$ cat src/rtl/logic_unit_bist.sv
// logic_unit_bist: registered WIDTH-bit bitwise logic unit with eight selectable
// operations and an exhaustive built-in self-test that sweeps every {OP, A, B}
// vector through the result register and checks it against an independent
// truth-table reference.
module logic_unit_bist #(
  parameter int WIDTH = 4
) (
  input  logic             i_clk,
  input  logic             i_rst,
  input  logic [WIDTH-1:0] i_a,
  input  logic [WIDTH-1:0] i_b,
  input  logic [2:0]       i_op,
  input  logic             i_in_valid,
  input  logic             i_fault_inj,
  output logic [WIDTH-1:0] o_y,
  output logic             o_y_valid,
  input  logic             i_bist_start,
  output logic             o_bist_busy,
  output logic             o_bist_done,
  output logic             o_bist_pass,
  output logic [15:0]      o_bist_errcnt
);

  localparam int VW = 3 + 2 * WIDTH;

  typedef enum logic [1:0] {
    IDLE  = 2'd0,
    SWEEP = 2'd1,
    DRAIN = 2'd2,
    DONE  = 2'd3
  } state_t;

  // Datapath function: direct bitwise operators.
  function automatic logic [WIDTH-1:0] f_datapath(input logic [2:0]       op,
                                                  input logic [WIDTH-1:0] a,
                                                  input logic [WIDTH-1:0] b);
    logic [WIDTH-1:0] r;
    case (op)
      3'd0:    r = a & b;
      3'd1:    r = a | b;
      3'd2:    r = a ^ b;
      3'd3:    r = ~(a & b);
      3'd4:    r = ~(a | b);
      3'd5:    r = ~(a ^ b);
      3'd6:    r = a;
      default: r = ~a;
    endcase
    return r;
  endfunction

  // Reference function: per-bit truth-table lookup indexed by {a_bit, b_bit},
  // deliberately structured differently from the datapath so a shared mistake
  // is unlikely.
  function automatic logic [WIDTH-1:0] f_reference(input logic [2:0]       op,
                                                   input logic [WIDTH-1:0] a,
                                                   input logic [WIDTH-1:0] b);
    logic [3:0]       tt;
    logic [WIDTH-1:0] r;
    case (op)
      3'd0:    tt = 4'b1000;
      3'd1:    tt = 4'b1110;
      3'd2:    tt = 4'b0110;
      3'd3:    tt = 4'b0111;
      3'd4:    tt = 4'b0001;
      3'd5:    tt = 4'b1001;
      3'd6:    tt = 4'b1100;
      default: tt = 4'b0011;
    endcase
    r = '0;
    for (int i = 0; i < WIDTH; i++) begin
      r[i] = tt[{a[i], b[i]}];
    end
    return r;
  endfunction

  state_t           r_state;
  logic [VW-1:0]    r_vec;
  logic [WIDTH-1:0] r_y_p0;
  logic [WIDTH-1:0] r_exp_p0;
  logic             r_cmp_p0;
  logic             r_y_valid;
  logic             r_busy;
  logic             r_done;
  logic             r_pass;
  logic [15:0]      r_errcnt;

  logic [2:0]       w_vec_op;
  logic [WIDTH-1:0] w_vec_a;
  logic [WIDTH-1:0] w_vec_b;
  logic [WIDTH-1:0] w_fault_mask;
  logic             w_mismatch;
  logic             w_vec_last;

  // Sweep vector layout is {OP, A, B} with OP in the MSBs.
  assign w_vec_op     = r_vec[VW-1 -: 3];
  assign w_vec_a      = r_vec[2*WIDTH-1 -: WIDTH];
  assign w_vec_b      = r_vec[WIDTH-1:0];
  assign w_fault_mask = WIDTH'(i_fault_inj);
  assign w_mismatch   = r_cmp_p0 && (r_y_p0 != r_exp_p0);
  assign w_vec_last   = &r_vec;

  // Control FSM plus result register; the result register is shared by
  // functional captures and the self-test sweep.
  always_ff @(posedge i_clk or posedge i_rst) begin
    if (i_rst) begin
      r_state   <= IDLE;
      r_vec     <= '0;
      r_y_p0    <= '0;
      r_cmp_p0  <= 1'b0;
      r_y_valid <= 1'b0;
      r_busy    <= 1'b0;
      r_done    <= 1'b0;
      r_pass    <= 1'b0;
      r_errcnt  <= '0;
    end else begin
      r_done    <= 1'b0;
      r_cmp_p0  <= 1'b0;
      r_y_valid <= 1'b0;
      // compare stage: result/expected pair captured on the previous edge
      if (w_mismatch && (r_errcnt != 16'hFFFF)) begin
        r_errcnt <= r_errcnt + 16'd1;
      end
      case (r_state)
        IDLE: begin
          if (i_bist_start) begin
            r_state  <= SWEEP;
            r_vec    <= '0;
            r_errcnt <= '0;
            r_pass   <= 1'b0;
            r_busy   <= 1'b1;
          end else if (i_in_valid) begin
            r_y_p0    <= f_datapath(i_op, i_a, i_b) ^ w_fault_mask;
            r_y_valid <= 1'b1;
          end
        end
        SWEEP: begin
          r_y_p0   <= f_datapath(w_vec_op, w_vec_a, w_vec_b) ^ w_fault_mask;
          r_cmp_p0 <= 1'b1;
          r_vec    <= r_vec + 1'b1;
          if (w_vec_last) begin
            r_state <= DRAIN;
          end
        end
        DRAIN: begin
          r_state <= DONE;
        end
        default: begin
          r_done  <= 1'b1;
          r_pass  <= (r_errcnt == 16'd0);
          r_busy  <= 1'b0;
          r_state <= IDLE;
        end
      endcase
    end
  end

  // Expected-value register; pure data, follows the sweep vector.
  always_ff @(posedge i_clk) begin
    if (r_state == SWEEP) begin
      r_exp_p0 <= f_reference(w_vec_op, w_vec_a, w_vec_b);
    end
  end

  assign o_y           = r_y_p0;
  assign o_y_valid     = r_y_valid;
  assign o_bist_busy   = r_busy;
  assign o_bist_done   = r_done;
  assign o_bist_pass   = r_pass;
  assign o_bist_errcnt = r_errcnt;

endmodule
$ cat config.mk
export PLATFORM = sky130hd
export DESIGN_NAME = logic_unit_bist
export DESIGN_NICKNAME = d
export VERILOG_FILES = /design/src/rtl/logic_unit_bist.sv
export SDC_FILE = /design/constraint.sdc
export NUM_CORES = 1
export LEC_CHECK = 0
export CAP_MARGIN = 20
export CORE_UTILIZATION = 45
export DETAILED_ROUTE_END_ITERATION = 16
export PLACE_DENSITY = 0.7
export SYNTH_ARGS = -nofsm -noshare
export SYNTH_HDL_FRONTEND = slang
export SYNTH_SLANG_ARGS = --single-unit
$ cat constraint.sdc
create_clock -name i_clk -period 2.5 [get_ports i_clk]
set_clock_uncertainty 0.15 [all_clocks]
set_input_delay 0.25 -clock i_clk [delete_from_list [all_inputs] [get_ports i_clk]]
set_output_delay 0.25 -clock i_clk [all_outputs]
set_load 0.02 [all_outputs]
# --- Word-level counts from Yosys, hierarchy flattened ---
# Index checks and enable logic that the tools add are counted.
word_totals:
  ff_bits: 42
  wordCells: 103
op_classes:
  addsub: 2
  n_lt_le_gt_ge: 4
  n_eq_ne: 20
  n_mux: 36
  n_bitwise: 17
  n_reduce_logical: 14
ops:
  columns: ["cell", "n"]
  rows:
  - ["$pmux 4 s7", 3]
  - ["$mux 16", 3]
  - ["$not 4->4", 8]
  - ["$mux 4", 7]
  - ["$pmux 11 s2", 1]
  - ["$eq 3x3->1 const B", 6]
  - ["$add 16x1->16 const B", 1]
  - ["$logic_not 16->1", 1]
  - ["$ne 16x16->1 const B", 1]
  - ["$eq 3x2->1 const B", 4]
  - ["$lt 2x3->1 const B", 4]
  - ["$add 11x1->11 const B", 1]
  - ["$mux 1", 11]
  - ["$mux 11", 1]
  - ["$reduce_and 11->1", 1]
  - ["$and 4x4->4", 2]
  - ["$bmux 1 s2", 4]
  - ["$ne 2x2->1 const B", 4]
  - ["$or 4x4->4", 2]
  - ["$pmux 4 s2", 1]
  - ["$xor 4x1->4", 2]
  - ["$xor 4x4->4", 2]
  - ["$eq 3x1->1 const B", 2]
  - ["$logic_not 3->1", 2]
  - ["other kinds (14)", 19]

# --- Logic depth before layout (Yosys ltp) ---
depth:
  ltp_word: 10
  mapped_depth: 8
  mapped_depth_nobuf: 7

# --- Worst setup path after synthesis ---
# Ideal clock, no wire load.
synth_timing:
  kind: "flip-flop to flip-flop"
  from: "register r_vec[4]"
  to: "register r_y_p0[0], in the netlist o_y[0]"
  setup_time_ps: 120
  arrival_time_ps: 2007
  required_time_ps: 2230
  setup_slack_ps: 223
  stages_incl_launch_ff: 9
  path_buffers: 1
  cell_sequence: "dfrtp_1 clkbuf_1 inv_1 ha_1 mux4_2 a22oi_1 nor2b_1 a211oi_1 and3b_1"
synth_between:
  elab_chain_cells: 6
synth_rtl:
  columns: ["item", "line_no", "source"]
  rows:
  - ["from (decl)", "77", "logic [VW-1:0] r_vec;"]
  - ["from (signal assigned)", "139", "r_vec <= r_vec + 1'b1;"]
  - ["$xor 4x4->4 (tied with other cells)", "41, 44", null]
  - ["$not 4->4 (on tied branches)", "44, 42, 43", null]
  - ["$pmux 4 s7 (*)", "38", "case (op)"]
  - ["$mux 4 (*)", "123", "case (r_state)"]
  - ["$xor 4x1->4 (*)", "137", "r_y_p0 <= f_datapath(w_vec_op, w_vec_a, w_vec_b) ^ w_fault_mask;"]
  - ["$pmux 4 s2 (*)", "123", null]
  - ["to (signal assigned)", "132", "r_y_p0 <= f_datapath(i_op, i_a, i_b) ^ w_fault_mask;"]
  - ["to (signal assigned)", "137", null]
  - ["to (decl)", "78", "logic [WIDTH-1:0] r_y_p0;"]
# Mark *: on every way between the ends. The rest lies on a longest branch, timed or not. The select of a mux whose other input is x is not followed.
# A chain may end at the register's enable or synchronous reset.

# --- Worst setup path in the final report ---
# Same ends and word-level chain as after synthesis.

==> metrics.csv <==
stage,metric,value,unit
status,status,completed,
power_and_ir_drop,p_total,3.15,mW
global_route,met1_usage,29.9,%
clock_tree,hold_buffers,0,
critical_path,r2r_start,r_vec[4],
critical_path,crit_start,r_vec[4],
critical_path,ff2ff_setup_slack,0.23,ns
critical_path,crit_fanout,7,
global_route,grt_pass1_vias,2761,
synthesis,ys_async_sr_fraction,90.5,%
critical_path,end_kind,flop,
critical_path,cp-start-kind,flop,
critical_path,path_class,reg -> reg,
synthesis,synthCells,375,
detailed_routing,avgViaCountPerCell,5.72,
synthesis,yosysUniqueCellTypes,57,
global_route,antenna_found_initial,0,
critical_path,crit_end,o_y[0],
clock_tree,ctsResizeCount,0,
sta,hold_ws,0.218,ns
cells_and_area,layout.cells.non_filler,514,
synthesis,synth_ff_type,dfrtp_1,
clock_tree,path_clk_slew,0.09,ns
detailed_routing,wl_per_cell,14.9,um
detailed_routing,drt_first_iter_violations,180,
sta,max_freq,441,MHz
clock_tree,cts_root_buf,clkbuf_8,
sta,maxSlewViolCount,0,
sta,fin_crit,2.27,ns
synthesis,synth_edf_count,4,
power_and_ir_drop,power_frac_seq,33.8,%
hold_path,hp-class,in -> async,
power_and_ir_drop,switchingPower,1.31,mW
cells_and_area,syn_to_final_growth,20.9,%
power_and_ir_drop,p_sw_share,41.4,%
floorplan,die-area,7520,um^2
sta,slew-limit-headroom,63.5,%
sta,finalSetupTns,0,ns
synthesis,netlist_area,3230,um^2
synthesis,yosysSeqAreaShare,33.2,%
synthesis,ys.warnings.count,0,
detailed_routing,route.detailed.drc,0,
sta,setup_slack,0.231,ns
cells_and_area,diodes,0,
floorplan,io_pins,40,
detailed_routing,drtAntennaViolNets,0,
detailed_routing,dr.pass1.iters,5,
clock_tree,post-cts-setup-buffer-count,0,
place,routabilityCongestion,0.829,
global_route,grt_pass1_wl,12.9,mm
sta,finalCritPeriodShare,90.7,%
global_route,grt_start_max_net_pins,39,
floorplan,rows,30,
clock_tree,clock-sinks,42,
power_and_ir_drop,p_clk_share,17.4,%
power_and_ir_drop,p_leak,1.63,nW
floorplan,die_y,86.7,um
critical_path,r2r_cells,7,
global_route,grt_use_total,21.7,%
critical_path,r2r_end,o_y[0],
global_route,met2_usage,34.9,%
sta,rsz0062_at_grt,no,
clock_tree,cts_tree,yes,
place,io_buffer_count,39,
power_and_ir_drop,power.density,808,nW/um^2
synthesis,synth_seq_cells,42,
synthesis,syn_nets,414,
floorplan,core_area,6870,um^2
global_route,grt.met3_usage,3.62,%
place,place_area,3790,um^2
clock_tree,cts_max_level,2,
place,post-place-ws,0.0533,ns
sta,tightest_slew,0.547,ns
cells_and_area,fin_util,56.8,%
clock_tree,cts_buffers,5,
place,dp.cells,506,
power_and_ir_drop,ir_drop,0.000667,V
cells_and_area,drive_above_1_share,9.33,%
clock_tree,clk_latency,0.30,ns
detailed_routing,wl,7.66,mm
global_route,busiest_layer,met2,
power_and_ir_drop,internal_power,1.85,mW
critical_path,cp.required,2.54,ns
power_and_ir_drop,p_comb_share,48.7,%
sta,setup-violations-final,0,
floorplan,fp.dieW,86.7,um
clock_tree,cts_buffer_depth,2,
detailed_routing,vias,2942,
synthesis,avgSynthCellArea,8.61,um^2
cells_and_area,final_cell_area,3900,um^2
floorplan,initial_core_util,47.0,%
flow_run,maxCapViolations,0,
sta,finalHoldViolCount,0,
place,place_hpwl,5.64,mm
cells_and_area,final_nets,456,
global_route,overflow,0,
critical_path,crit_arrival,2.31,ns
power groups by stage:
stage	Clock [mW]	Combinational [mW]	Sequential (mW)
after global routing	0.591	1.71	1.10
final	0.550	1.54	1.07
after floorplan	0	0.885	1.15
after global placement	0	1.50	1.07
after detailed placement	0	1.53	1.08
after CTS	0.560	1.54	1.07
routing by layer:
layer  vias to the layer above  share of wire (%)  routed length [um]
met1                      1433                 46                3560
met4                         0               0.51                  39
li1                       1430                  -                   -
met2                        75                 49                3740
met5                         -                  0                   0
met3                         4                4.2                 325
worst max-delay path, stage by stage, from the launching register on:
cell and delay (ns):
dfrtp_1 0.47, inv_1 0.09, ha_1 0.30, mux4_2 0.46, a22oi_1 0.21, nor2b_1 0.09, a211oi_1 0.20, and3b_1 0.19
final cells by class:
type | count | area, um^2
Multi-Input combinational cell | 276 | 1950
Clock inverter | 2 | 36.3
Inverter | 35 | 131
Sequential cell | 42 | 1070
Tap cell | 96 | 120
Timing Repair Buffer | 57 | 526
Fill cell | 643 | 2970
Clock buffer | 6 | 72.6
cell usage after synthesis, types with 4 or more instances:
library cell,count,area share (%)
nand2b_1,5,0.97
a22o_1,5,1.4
edfxtp_1,4,3.7
nand3_1,12,1.9
a221oi_1,5,1.4
mux2i_1,11,3.4
nor2_1,35,4.1
ha_1,23,8.9
nor4_1,8,1.6
xor2_1,6,1.6
clkbuf_1,17,2.0
nor3_1,6,0.93
nand2_1,31,3.6
o21ai_0,25,3.9
inv_1,33,3.8
xnor2_1,14,3.8
a21oi_1,19,2.9
dfrtp_1,38,29
buf_2,4,0.62
a211oi_1,12,2.8
nand4_1,8,1.6
worst min path at each step:
stage                startpoint                to  slack (ns)  cells after the start
detailed placement  o_bist_pass       o_bist_pass        0.35                      2
finish                    i_rst         o_y_valid        0.22                      3
global route              i_rst         o_y_valid        0.27                      3
floorplan            i_in_valid         o_y_valid        0.24                      2
global placement    o_bist_pass       o_bist_pass        0.36                      2
CTS                       i_rst  o_bist_errcnt[5]        0.24                      3
state kept, by name (all words and copies together) (netlist names):
register	flops
r_state	2
o_bist_busy	1
o_bist_pass	1
r_cmp_p0	1
o_bist_errcnt	16
r_vec	11
r_exp_p0	4
o_y_valid	1
o_y	4
o_bist_done	1
cells in the final DEF (no fill, tap or decap), types with 3 or more instances in the layout:
master	Yosys	final
edfxtp_1	4	4
nor3_1	6	6
mux4_2	3	3
mux2i_1	11	11
inv_1	33	33
nand2b_1	5	5
o21ai_0	25	25
buf_4	0	18
a211o_1	3	3
o22ai_1	3	3
xnor2_1	14	14
nor2_1	35	35
ha_1	23	23
a221oi_1	5	5
o211ai_1	3	3
xor2_1	6	6
clkbuf_8	0	5
nor2b_1	3	3
a211oi_1	12	12
clkdlybuf4s50_1	0	39
nand2_1	31	31
nand3_1	12	12
a22o_1	5	5
and4_1	3	3
nand4_1	8	8
dfrtp_1	38	38
nor4_1	8	8
a21oi_1	19	19
logic make-up after synthesis:
logic type                 count (synthesis)  share of synthesized area (%)
and+or+nand+nor                          119                           17.8
AOI/OAI and AO/OA                         97                           21.3
buffers and inverters                     57                           6.78
DFF                                       42                           33.2
adders and majority gates                 23                           8.91
xor gates and xnor gates                  20                           5.43
muxes                                     17                           6.67
(Power assumes the default switching activity.)
